===== src/rtl/io_pkg.sv =====
// Register offsets and the seven-segment decoder shared by the I/O controller.
// Combinational helper only; no state and no flow control.
package io_pkg;

  localparam logic [7:0] OFS_LED     = 8'h00;
  localparam logic [7:0] OFS_IN_RDY  = 8'h04;
  localparam logic [7:0] OFS_SW_DATA = 8'h08;
  localparam logic [7:0] OFS_SEG     = 8'h0C;
  localparam logic [7:0] OFS_CYCLE   = 8'h10;

  // Active-low segment code, bit order {g,f,e,d,c,b,a}.
  function automatic logic [6:0] hex7seg(input logic [3:0] v);
    logic [6:0] s;
    case (v)
      4'h0:    s = 7'b1000000;
      4'h1:    s = 7'b1111001;
      4'h2:    s = 7'b0100100;
      4'h3:    s = 7'b0110000;
      4'h4:    s = 7'b0011001;
      4'h5:    s = 7'b0010010;
      4'h6:    s = 7'b0000010;
      4'h7:    s = 7'b1111000;
      4'h8:    s = 7'b0000000;
      4'h9:    s = 7'b0010000;
      4'hA:    s = 7'b0001000;
      4'hB:    s = 7'b0000011;
      4'hC:    s = 7'b1000110;
      4'hD:    s = 7'b0100001;
      4'hE:    s = 7'b0000110;
      default: s = 7'b0001110;
    endcase
    return s;
  endfunction

endpackage


===== src/rtl/io_ctrl_debouncer.sv =====
// Button synchronizer + debouncer; level follows din after DEBOUNCE_CYCLES stable samples.
// rise is a registered 1-cycle pulse one cycle after level goes high; no backpressure.
module debouncer #(
  parameter int DEBOUNCE_CYCLES = 1_000_000
) (
  input  logic clk,
  input  logic rst,
  input  logic din,
  output logic level,
  output logic rise
);

  localparam int CW = $clog2(DEBOUNCE_CYCLES + 1);
  localparam logic [CW-1:0] CNT_LAST = CW'(DEBOUNCE_CYCLES - 1);

  logic          sync1;
  logic          sync2;
  logic          level_q;
  logic [CW-1:0] cnt;

  always_ff @(posedge clk or posedge rst) begin
    if (rst) begin
      sync1   <= 1'b0;
      sync2   <= 1'b0;
      level   <= 1'b0;
      level_q <= 1'b0;
      rise    <= 1'b0;
      cnt     <= '0;
    end else begin
      sync1   <= din;
      sync2   <= sync1;
      level_q <= level;
      rise    <= level & ~level_q;
      // Any sample agreeing with the current level restarts the stability run.
      if (sync2 == level) begin
        cnt <= '0;
      end else if (cnt == CNT_LAST) begin
        cnt   <= '0;
        level <= sync2;
      end else begin
        cnt <= cnt + CW'(1);
      end
    end
  end

endmodule


===== src/rtl/io_ctrl.sv =====
// Memory-mapped LED/switch/seven-segment controller with a debounced commit handshake.
// Writes take effect at the next edge, io_din is zero-latency combinational; no backpressure.
module io_ctrl
  import io_pkg::*;
#(
  parameter int DEBOUNCE_CYCLES = 1_000_000,
  parameter int SCAN_DIV        = 100_000
) (
  input  logic        clk,
  input  logic        rst,
  input  logic [31:0] io_addr,
  input  logic [31:0] io_dout,
  input  logic        io_we,
  output logic [31:0] io_din,
  input  logic [15:0] sw,
  input  logic        btn,
  output logic [15:0] led,
  output logic [7:0]  an,
  output logic [6:0]  seg
);

  localparam int SCW = (SCAN_DIV > 1) ? $clog2(SCAN_DIV) : 1;
  localparam logic [SCW-1:0] SCAN_LAST = SCW'(SCAN_DIV - 1);

  logic [7:0]     ofs;
  logic           unused_addr;
  logic           unused_btn_level;
  logic           commit;
  logic           ack;
  logic           take;
  logic [31:0]    seg_reg;
  logic [31:0]    cycle;
  logic [15:0]    sw_data;
  logic           in_ready;
  logic [SCW-1:0] scan_cnt;
  logic [2:0]     digit;

  assign ofs         = io_addr[7:0];
  assign unused_addr = ^io_addr[31:8];

  debouncer #(
    .DEBOUNCE_CYCLES(DEBOUNCE_CYCLES)
  ) u_btn (
    .clk  (clk),
    .rst  (rst),
    .din  (btn),
    .level(unused_btn_level),
    .rise (commit)
  );

  // An acknowledge in the same cycle as a commit lets the new sample through.
  assign ack  = io_we && (ofs == OFS_IN_RDY);
  assign take = commit && (!in_ready || ack);

  always_ff @(posedge clk or posedge rst) begin
    if (rst) begin
      led      <= '0;
      seg_reg  <= '0;
      sw_data  <= '0;
      in_ready <= 1'b0;
      cycle    <= '0;
    end else begin
      cycle <= cycle + 32'd1;
      if (io_we && (ofs == OFS_LED)) led <= io_dout[15:0];
      if (io_we && (ofs == OFS_SEG)) seg_reg <= io_dout;
      if (take) begin
        sw_data  <= sw;
        in_ready <= 1'b1;
      end else if (ack) begin
        in_ready <= 1'b0;
      end
    end
  end

  always_ff @(posedge clk or posedge rst) begin
    if (rst) begin
      scan_cnt <= '0;
      digit    <= '0;
    end else if (scan_cnt == SCAN_LAST) begin
      scan_cnt <= '0;
      digit    <= digit + 3'd1;
    end else begin
      scan_cnt <= scan_cnt + SCW'(1);
    end
  end

  always_comb begin
    io_din = '0;
    case (ofs)
      OFS_LED:     io_din = {16'b0, led};
      OFS_IN_RDY:  io_din = {31'b0, in_ready};
      OFS_SW_DATA: io_din = {16'b0, sw_data};
      OFS_SEG:     io_din = seg_reg;
      OFS_CYCLE:   io_din = cycle;
      default:     io_din = '0;
    endcase
  end

  assign an  = ~(8'b1 << digit);
  assign seg = hex7seg(seg_reg[{digit, 2'b00} +: 4]);

endmodule


===== config.mk =====
export PLATFORM = sky130hd
export DESIGN_NAME = io_ctrl
export DESIGN_NICKNAME = d
export VERILOG_FILES = /design/src/rtl/io_pkg.sv /design/src/rtl/io_ctrl_debouncer.sv /design/src/rtl/io_ctrl.sv
export SDC_FILE = /design/constraint.sdc
export NUM_CORES = 1
export LEC_CHECK = 0
export ABC_AREA = 1
export CAP_MARGIN = 20
export CORE_ASPECT_RATIO = 1.2
export CORE_MARGIN = 2
export CORE_UTILIZATION = 25
export DETAILED_ROUTE_END_ITERATION = 10
export PLACE_DENSITY = 0.51
export SLEW_MARGIN = 20
export SYNTH_ARGS = -nofsm -noshare
export SYNTH_HDL_FRONTEND = slang
export SYNTH_SLANG_ARGS = --single-unit

===== constraint.sdc =====
create_clock -name clk -period 5.1 [get_ports clk]
set_input_delay 1.53 -clock clk [delete_from_list [all_inputs] [get_ports clk]]
set_output_delay 1.53 -clock clk [all_outputs]
set_load 0.01 [all_outputs]

* Yosys cells after proc, flatten, opt, wreduce, memory -nomap -nowiden *
Memory sizes are Yosys's and may differ from the RTL's.
Cells that the tools add are included.

word-level totals
  word-level logic and storage cells = 46
  register bits after elaboration = 142
  bits in read-only memories = 112
  memories = 1
  input bits = 84

cells by class
  reduce and logical (&&, ||, !) cells = 9
  bitwise logic cells = 4
  muxes and demuxes = 6
  add/subtract/negate cells = 4
  eq/ne operators = 7
  shift-type cells = 2

memories
  memory           words  width  rd ports  clocked after Yosys merged registers in  wr ports  RTL line      RTL
  (no name shown)  16     7      1         0                                        0         io_pkg.sv:14  case (v)

operators by type and width
  operator                                             number
  case mux 32 bit (5 select lines)                     1
  2-to-1 mux 20 bit                                    2
  adder 32 x 1 -> 32 bit, second input constant        1
  indexed part select 32 x 6 -> 4 bit                  1
  adder 20 x 1 -> 20 bit, second input constant        1
  equality test 20 bit, second input constant          1
  adder 17 x 1 -> 17 bit, second input constant        1
  equality test 17 bit, second input constant          1
  2-to-1 mux 17 bit                                    1
  equality test 8 x 4 -> 1 bit, second input constant  2
  equality test 8 x 3 -> 1 bit, second input constant  1
  equality test 8 x 5 -> 1 bit, second input constant  1
  logical NOT 8 bit                                    1
  inverter 8 bit                                       1
  left shift 1 x 3 -> 8 bit, first input constant      1
  logical AND 1 bit                                    4
  adder 3 x 1 -> 3 bit, second input constant          1
  2-to-1 mux 1 bit                                     2
  inverter 1 bit                                       2
  AND reduction 2 bit                                  1
  nonzero test 2 bit                                   1
  AND 1 bit                                            1
  equality test 1 bit                                  1
  logical NOT 1 bit                                    1
  logical OR 1 bit                                     1

* Logic depth before layout (Yosys ltp) *
Gate-level depths: netlist (run 1).

  depth in word-level cells = 5
  gate-level depth with buffers = 13
  mapped depth without buffers = 11

* Hierarchy *
A second synthesis (run 1) with hierarchy kept.

unflattened totals
  cell total of the unflattened synthesis = 1023
  area, all modules = 7756.2 µm²

by module, submodules not included
  module     seq. area each (µm²)  cells each  times used  area each (µm²)
  io_ctrl    2927.8                858         1           6433.7
  debouncer  625.6                 165         1           1322.5

* Worst setup path after synthesis (run 1) *
No wires, ideal clock.

  path type = in2out
  start = in io_addr[5]
  end = out io_din[16]
  arrival time = 2.511 ns
  buffers on the path = 1
  data required time = 3.570 ns
  stages = 6
  slack = 1.059 ns
  cells stage by stage = nor2_4 -> nand2_1 -> nor3_4 -> nand2_4 -> buf_6 -> o22ai_1

between the ends
  longest elaborated chain between the ends = 2
  elaborated cells between the ends (all ways) = 6

ends and longest elaborated chain
  element                                                     RTL line       RTL
  start: declaration                                          io_ctrl.sv:11  input logic [31:0] io_addr,
  equality test 8 x 5 -> 1 bit, or another cell as far along  io_ctrl.sv:89  case (ofs)
  case mux 32 bit (5 select lines) (*)                        io_ctrl.sv:89
  end: declaration                                            io_ctrl.sv:14  output logic [31:0] io_din,

Every way passes the cells marked *; elsewhere a longest branch is shown, timed or not.

* Final worst setup path (run 1) *
  start = in io_addr[5]
  end = out io_din[18]

Same word-level chain as after synthesis.

==> impl_metrics.tcl, run 1 <==
set metrics [dict create \
    outcome "complete, no violations" \
    cp_num_buf_inv 4 \
    synth_cell_type_count 37 \
    die_x_um 167 \
    dpl.hpwl_um 19100 \
    grt_pass1_vias 7150 \
    fmax_mhz 197 \
    ys_top_cells_by_count "nand2_1 (280), dfrtp_1 (142), inv_1 (130)" \
    grt_max_degree 65 \
    io_pins 147 \
    ys_seq_elements 142 \
    cts_buffers 17 \
    syn_avg_cell_area_um2 7.78 \
    final_cells 1580 \
    cts_tree "done" \
    cts.clk_slew.worst_paths_ps 60 \
    final_area_um2 10500 \
    setup_viol 0 \
    synth_mux_area_share_pct 0 \
    place_area_um2 9740 \
    synth_nets 1123 \
    critPathCaptureType "output port" \
    critical_path.top_delay_family "buffers and inverters" \
    crit_path_cell_trace "clkdlybuf4s50_1 -> nor2_4 -> nand2_2 -> nor3_4 -> buf_6 -> nand3_1 -> o21ai_2 -> buf_4 -> clkdlybuf4s50_1" \
    clock_path_buffers 2 \
    vias 7102 \
    cts.sinks 142 \
    path_max_fanout 9 \
    die_y_um 200 \
    slew-limit-headroom_pct 49.7 \
    skew_ps 11.1 \
    yosys.area_share.simple_pct 33.7 \
    drive_gt1_share_pct 9.75 \
    holdWs_ps 347 \
    diodes 0 \
    antenna_found_initial 0 \
    crit_slowest_cell "clkdlybuf4s50_1" \
    track_usage_pct 15.0 \
    p_total_w 0.00266 \
    syn_to_final_growth_pct 31.0 \
    synth_top_family_by_area "simple AND/OR/NAND/NOR gates" \
    portBuffers 122 \
    overflow 0 \
    worstPathRequired_ps 3570 \
    ir_worst_vdd_uv 169 \
    p_leak_nw 5.15 \
    synth_area_leaders "dfrtp_1 (45%), nand2_1 (13%), inv_1 (6.1%)" \
    crit_type "input pin to output port" \
    first_iter_violations 370 \
    cp-start-kind "input pin" \
    max-cap-violations 0 \
    power_density_nw_per_um2 255 \
    place.gp.congestion 0.879 \
    rsz0062_at_grt "yes" \
    syn_inst 1025 \
    crit_top_cell "clkdlybuf4s50_1" \
    synth_flop_cell "dfrtp_1" \
    h-tree-depth 4 \
    synth_xor_xnor_area_share_pct 4.72 \
    min_path_type "flip-flop to flip-flop" \
    clk_latency_ps 440 \
    postCtsHoldBufs 0 \
    arrival_ps 3550 \
    start_util_pct 25.4 \
    synth-edff-count 0 \
    placed_cells 1545 \
    wire_per_inst_um 15.6 \
    period_minus_slack_ps 5080 \
    row_count 71 \
    synth_adder_area_share_pct 2.20 \
    synth.cell_area_um2 7980 \
    clockRootBuffer "clkbuf_16" \
    coreArea_um2 31400 \
    slew_viol_final 0 \
    dieArea_um2 33400 \
    wl_um 24700 \
    first_pass_iters 5 \
    grt_pass1_wl_um 38700 \
    nets 1264 \
    synth_top_area_share_pct 44.5 \
    yosysMostFrequentCell "nand2_1" \
    ant_nets 0 \
    yosysWarningCount 0 \
    synth-async-reset-ratio_pct 100 \
    tightest_slew_ps 755 \
    yosys.area.top_type "dfrtp_1" \
    hold_viol 0 \
    post-route-period-util_pct 99.5 \
    synth-compound-area-share_pct 6.07 \
    max_stage_delay_ps 520 \
    seq_area_frac_synth_pct 44.5 \
    drc_errors 0 \
    via_per_inst 4.49 \
]
-- path summary, 6_finish.rpt --
kind | startpoint | endpoint | slack, ps | cells past startpoint
worst max-delay path | io_addr[5] | io_din[18] | 20 | 9
worst min-delay path | u_btn.sync1 | u_btn.sync2 | 350 | 0
worst max register to register | cycle[15] | cycle[24] | 3340 | 7
worst min register to register | u_btn.sync1 | u_btn.sync2 | 350 | 0
max in group asynchronous | rst | cycle[1] | 2370 | 3
min in group asynchronous | rst | led[8] | 1560 | 2
-- worst reg2reg max path, cell delays in order, from the launching register on --
cell and delay [ps]:
dfrtp_1 470, nand2_1 130, nor3_1 400, nand2_1 160
nor2_4 210, nand2_4 90, o21ai_1 120, nand2_1 60
-- area by class of cell --
cell class	instances	area, um2
flip-flops and latches	142	3550
fillers	3316	20900
clock buffers	20	457
repair buffers	146	1520
well taps	401	502
multi-input cells	720	3740
clock inverters	12	160
inverters	139	526
-- kinds of logic after synthesis --
group | after synthesis
compound gates | 92
buf+inv | 163
xor+xnor | 43
simple gates | 571
flops | 142
fa+ha+maj | 14
-- layer usage --
metal / routed length (um) / track usage, % / part of all wire [%]
met3: 849 / 2.93 / 3.4
met2: 12900 / 27.6 / 52
met1: 10500 / 17.5 / 42
met4: 472 / 4.89 / 1.9
met5: 0 / 0 / 0
-- per-stage QoR --
stage	util [%]	TNS, ps	worst slack [ps]
floorplan	-	0	1060
global placement	31.1	-35.3	-35.3
detailed placement	31.1	-75.7	-62.4
CTS	33.1	-39.0	-39.0
global route	33.3	-198	-104
finish	33.3	0	24.8
-- cells in the final DEF, fill, tap and decap left out, types with 8 or more instances in the layout --
cell / instances
dfrtp_1: 142
inv_1: 129
o21ai_0: 14
ha_1: 14
nor2_1: 98
clkdlybuf4s50_1: 101
nor2_4: 10
buf_4: 18
o22ai_1: 15
nand3_1: 94
inv_2: 9
nand4_1: 29
nand2_2: 8
nand2_4: 8
nor3_1: 20
clkbuf_16: 17
dlymetal6s2s_1: 20
nand2_1: 279
xor2_1: 39
a21oi_1: 28
o21ai_1: 31
-- repair_timing --
item | in CTS | in global routing
buffers inserted | 1 | 2
endpoints found under the setup margin | 3 | 25
gates resized for setup | 3 | 24
pin swaps | 0 | 1
-- power breakdown --
part           leakage, nW  switching (W)  internal [W]  total, W
Sequential            1.86      0.0000160       0.00115   0.00116
Combinational         3.00      0.0000981     0.0000866  0.000185
Clock                0.289       0.000518      0.000799   0.00132
Note: power is estimated with default switching activity, not from simulation.
==> inputs of run 2 (changes only) <==
CTS_CLUSTER_DIAMETER = 200   (was default)
GPL_ROUTABILITY_DRIVEN = 0   (was default)
==> impl_metrics.tcl, run 2 (synthesis results as in run 1) <==
set metrics [dict create \
    skew_ps 6.49 \
    first_pass_iters 5 \
    ant_nets 0 \
    power_density_nw_per_um2 253 \
    mostFrequentLayoutCells "nand2_1 (280), dfrtp_1 (142), inv_1 (129), clkdlybuf4s50_1 (104), nor2_1 (98)" \
    overflow 0 \
    h-tree-depth 4 \
    portBuffers 122 \
    holdWs_ps 349 \
    max_stage_delay_ps 530 \
    vias 7082 \
    outcome "complete, no violations" \
    final_cells 1574 \
    start_util_pct 25.4 \
    track_usage_pct 14.8 \
    post-route-period-util_pct 98.3 \
    clock_path_buffers 2 \
    mostFrequentLayoutCell "nand2_1" \
    place_area_um2 9730 \
    p_total_w 0.00264 \
    crit_path_cell_trace "clkdlybuf4s50_1 -> nor2_4 -> nand2_1 -> nor3_4 -> nand2_4 -> o22ai_1 -> inv_1 -> nand2_1 -> clkdlybuf4s50_1" \
    clk_latency_ps 430 \
    slew-limit-headroom_pct 51.2 \
    cts_buffers 17 \
    die_x_um 167 \
    rsz0062_at_grt "yes" \
    final_area_um2 10400 \
    clockRootBuffer "clkbuf_16" \
    dieArea_um2 33400 \
    tightest_slew_ps 731 \
    fmax_mhz 199 \
    path_max_fanout 8 \
    worstPathRequired_ps 3570 \
    drive_gt1_share_pct 9.38 \
    setup_viol 0 \
    coreArea_um2 31400 \
    arrival_ps 3480 \
    grt_pass1_wl_um 38300 \
    crit_type "input pin to output port" \
    cts.clk_slew.worst_paths_ps 60 \
    diodes 0 \
    critPathCaptureType "output port" \
    crit_slowest_cell "clkdlybuf4s50_1" \
    grt_max_degree 125 \
    syn_to_final_growth_pct 30.4 \
    min_path_type "flip-flop to flip-flop" \
    post_cts_buffers 0 \
    ir_worst_vdd_uv 148 \
    cts.sinks 142 \
    cp-start-kind "input pin" \
    drc_errors 0 \
    via_per_inst 4.50 \
    first_iter_violations 388 \
    wl_um 24400 \
    max-cap-violations 0 \
    io_pins 147 \
    placed_cells 1542 \
    cts_tree "done" \
    row_count 71 \
    die_y_um 200 \
    dpl.hpwl_um 18900 \
    nets 1258 \
    hold_viol 0 \
    grt_pass1_vias 7212 \
    wire_per_inst_um 15.5 \
    slew_viol_final 0 \
    period_minus_slack_ps 5010 \
    antenna_found_initial 0 \
    p_leak_nw 5.07 \
]
==> run 2: power by group <==
group          leakage (nW)  total [W]  switching, W  internal [W]
sequential             1.86    0.00116     0.0000161       0.00115
combinational          2.92   0.000183     0.0000974     0.0000856
clock                 0.290    0.00129      0.000506      0.000783
total                  5.07    0.00264      0.000619       0.00202
==> run 2: routing by layer <==
metal	vias to the layer above	global-route usage (%)	wire (um)
li1	3545	-	-
met4	0	4.69	390
met5	-	0	0
met2	115	27.2	12800
met3	28	2.69	753
met1	3394	17.5	10500
==> run 2: critical path, delay by kind of cell <==
kind	cells	cell delay (ps)
buffers and inverters	3	1070
AND/OR/NAND/NOR	5	740
AO/OA/AOI/OAI	1	140
==> run 2: timing repair <==
item | in CTS | in global routing
cloned | 0 | 0
endpoints found under the setup margin | 1 | 22
pin swaps | 0 | 1
hold buffers | 0 | 0
gates resized for setup | 3 | 21
==> run 2: worst paths after layout <==
check	start	to	slack, ps	depth (start not counted)
min in group asynchronous	rst	u_btn.cnt[15]	1470	2
max reg2reg	cycle[1]	cycle[24]	3420	8
max in group asynchronous	rst	digit[1]	2580	3
min reg2reg	u_btn.sync1	u_btn.sync2	350	0
min	u_btn.sync1	u_btn.sync2	350	0
max	io_addr[5]	io_din[0]	90	9
==> run 2: final cells by class <==
| type | instances | area, um2 |
|---|---|---|
| clock buffer | 19 | 443 |
| timing repair buffer | 140 | 1480 |
| multi-input combinational | 720 | 3740 |
| inverter | 139 | 526 |
| fill | 3316 | 21000 |
| clock inverter | 13 | 163 |
| tap | 401 | 502 |
| sequential | 142 | 3550 |
==> run 2: per-stage QoR <==
step	TNS, ps	util [%]	setup slack, ps
2_1_floorplan	0	-	1060
3_5_place_dp	-45.3	31.0	-45.3
3_3_place_gp	-40.4	31.0	-40.4
5_1_grt	-20.2	33.2	-20.2
4_1_cts	-0.986	33.0	-0.986
6_report	0	33.2	85.4
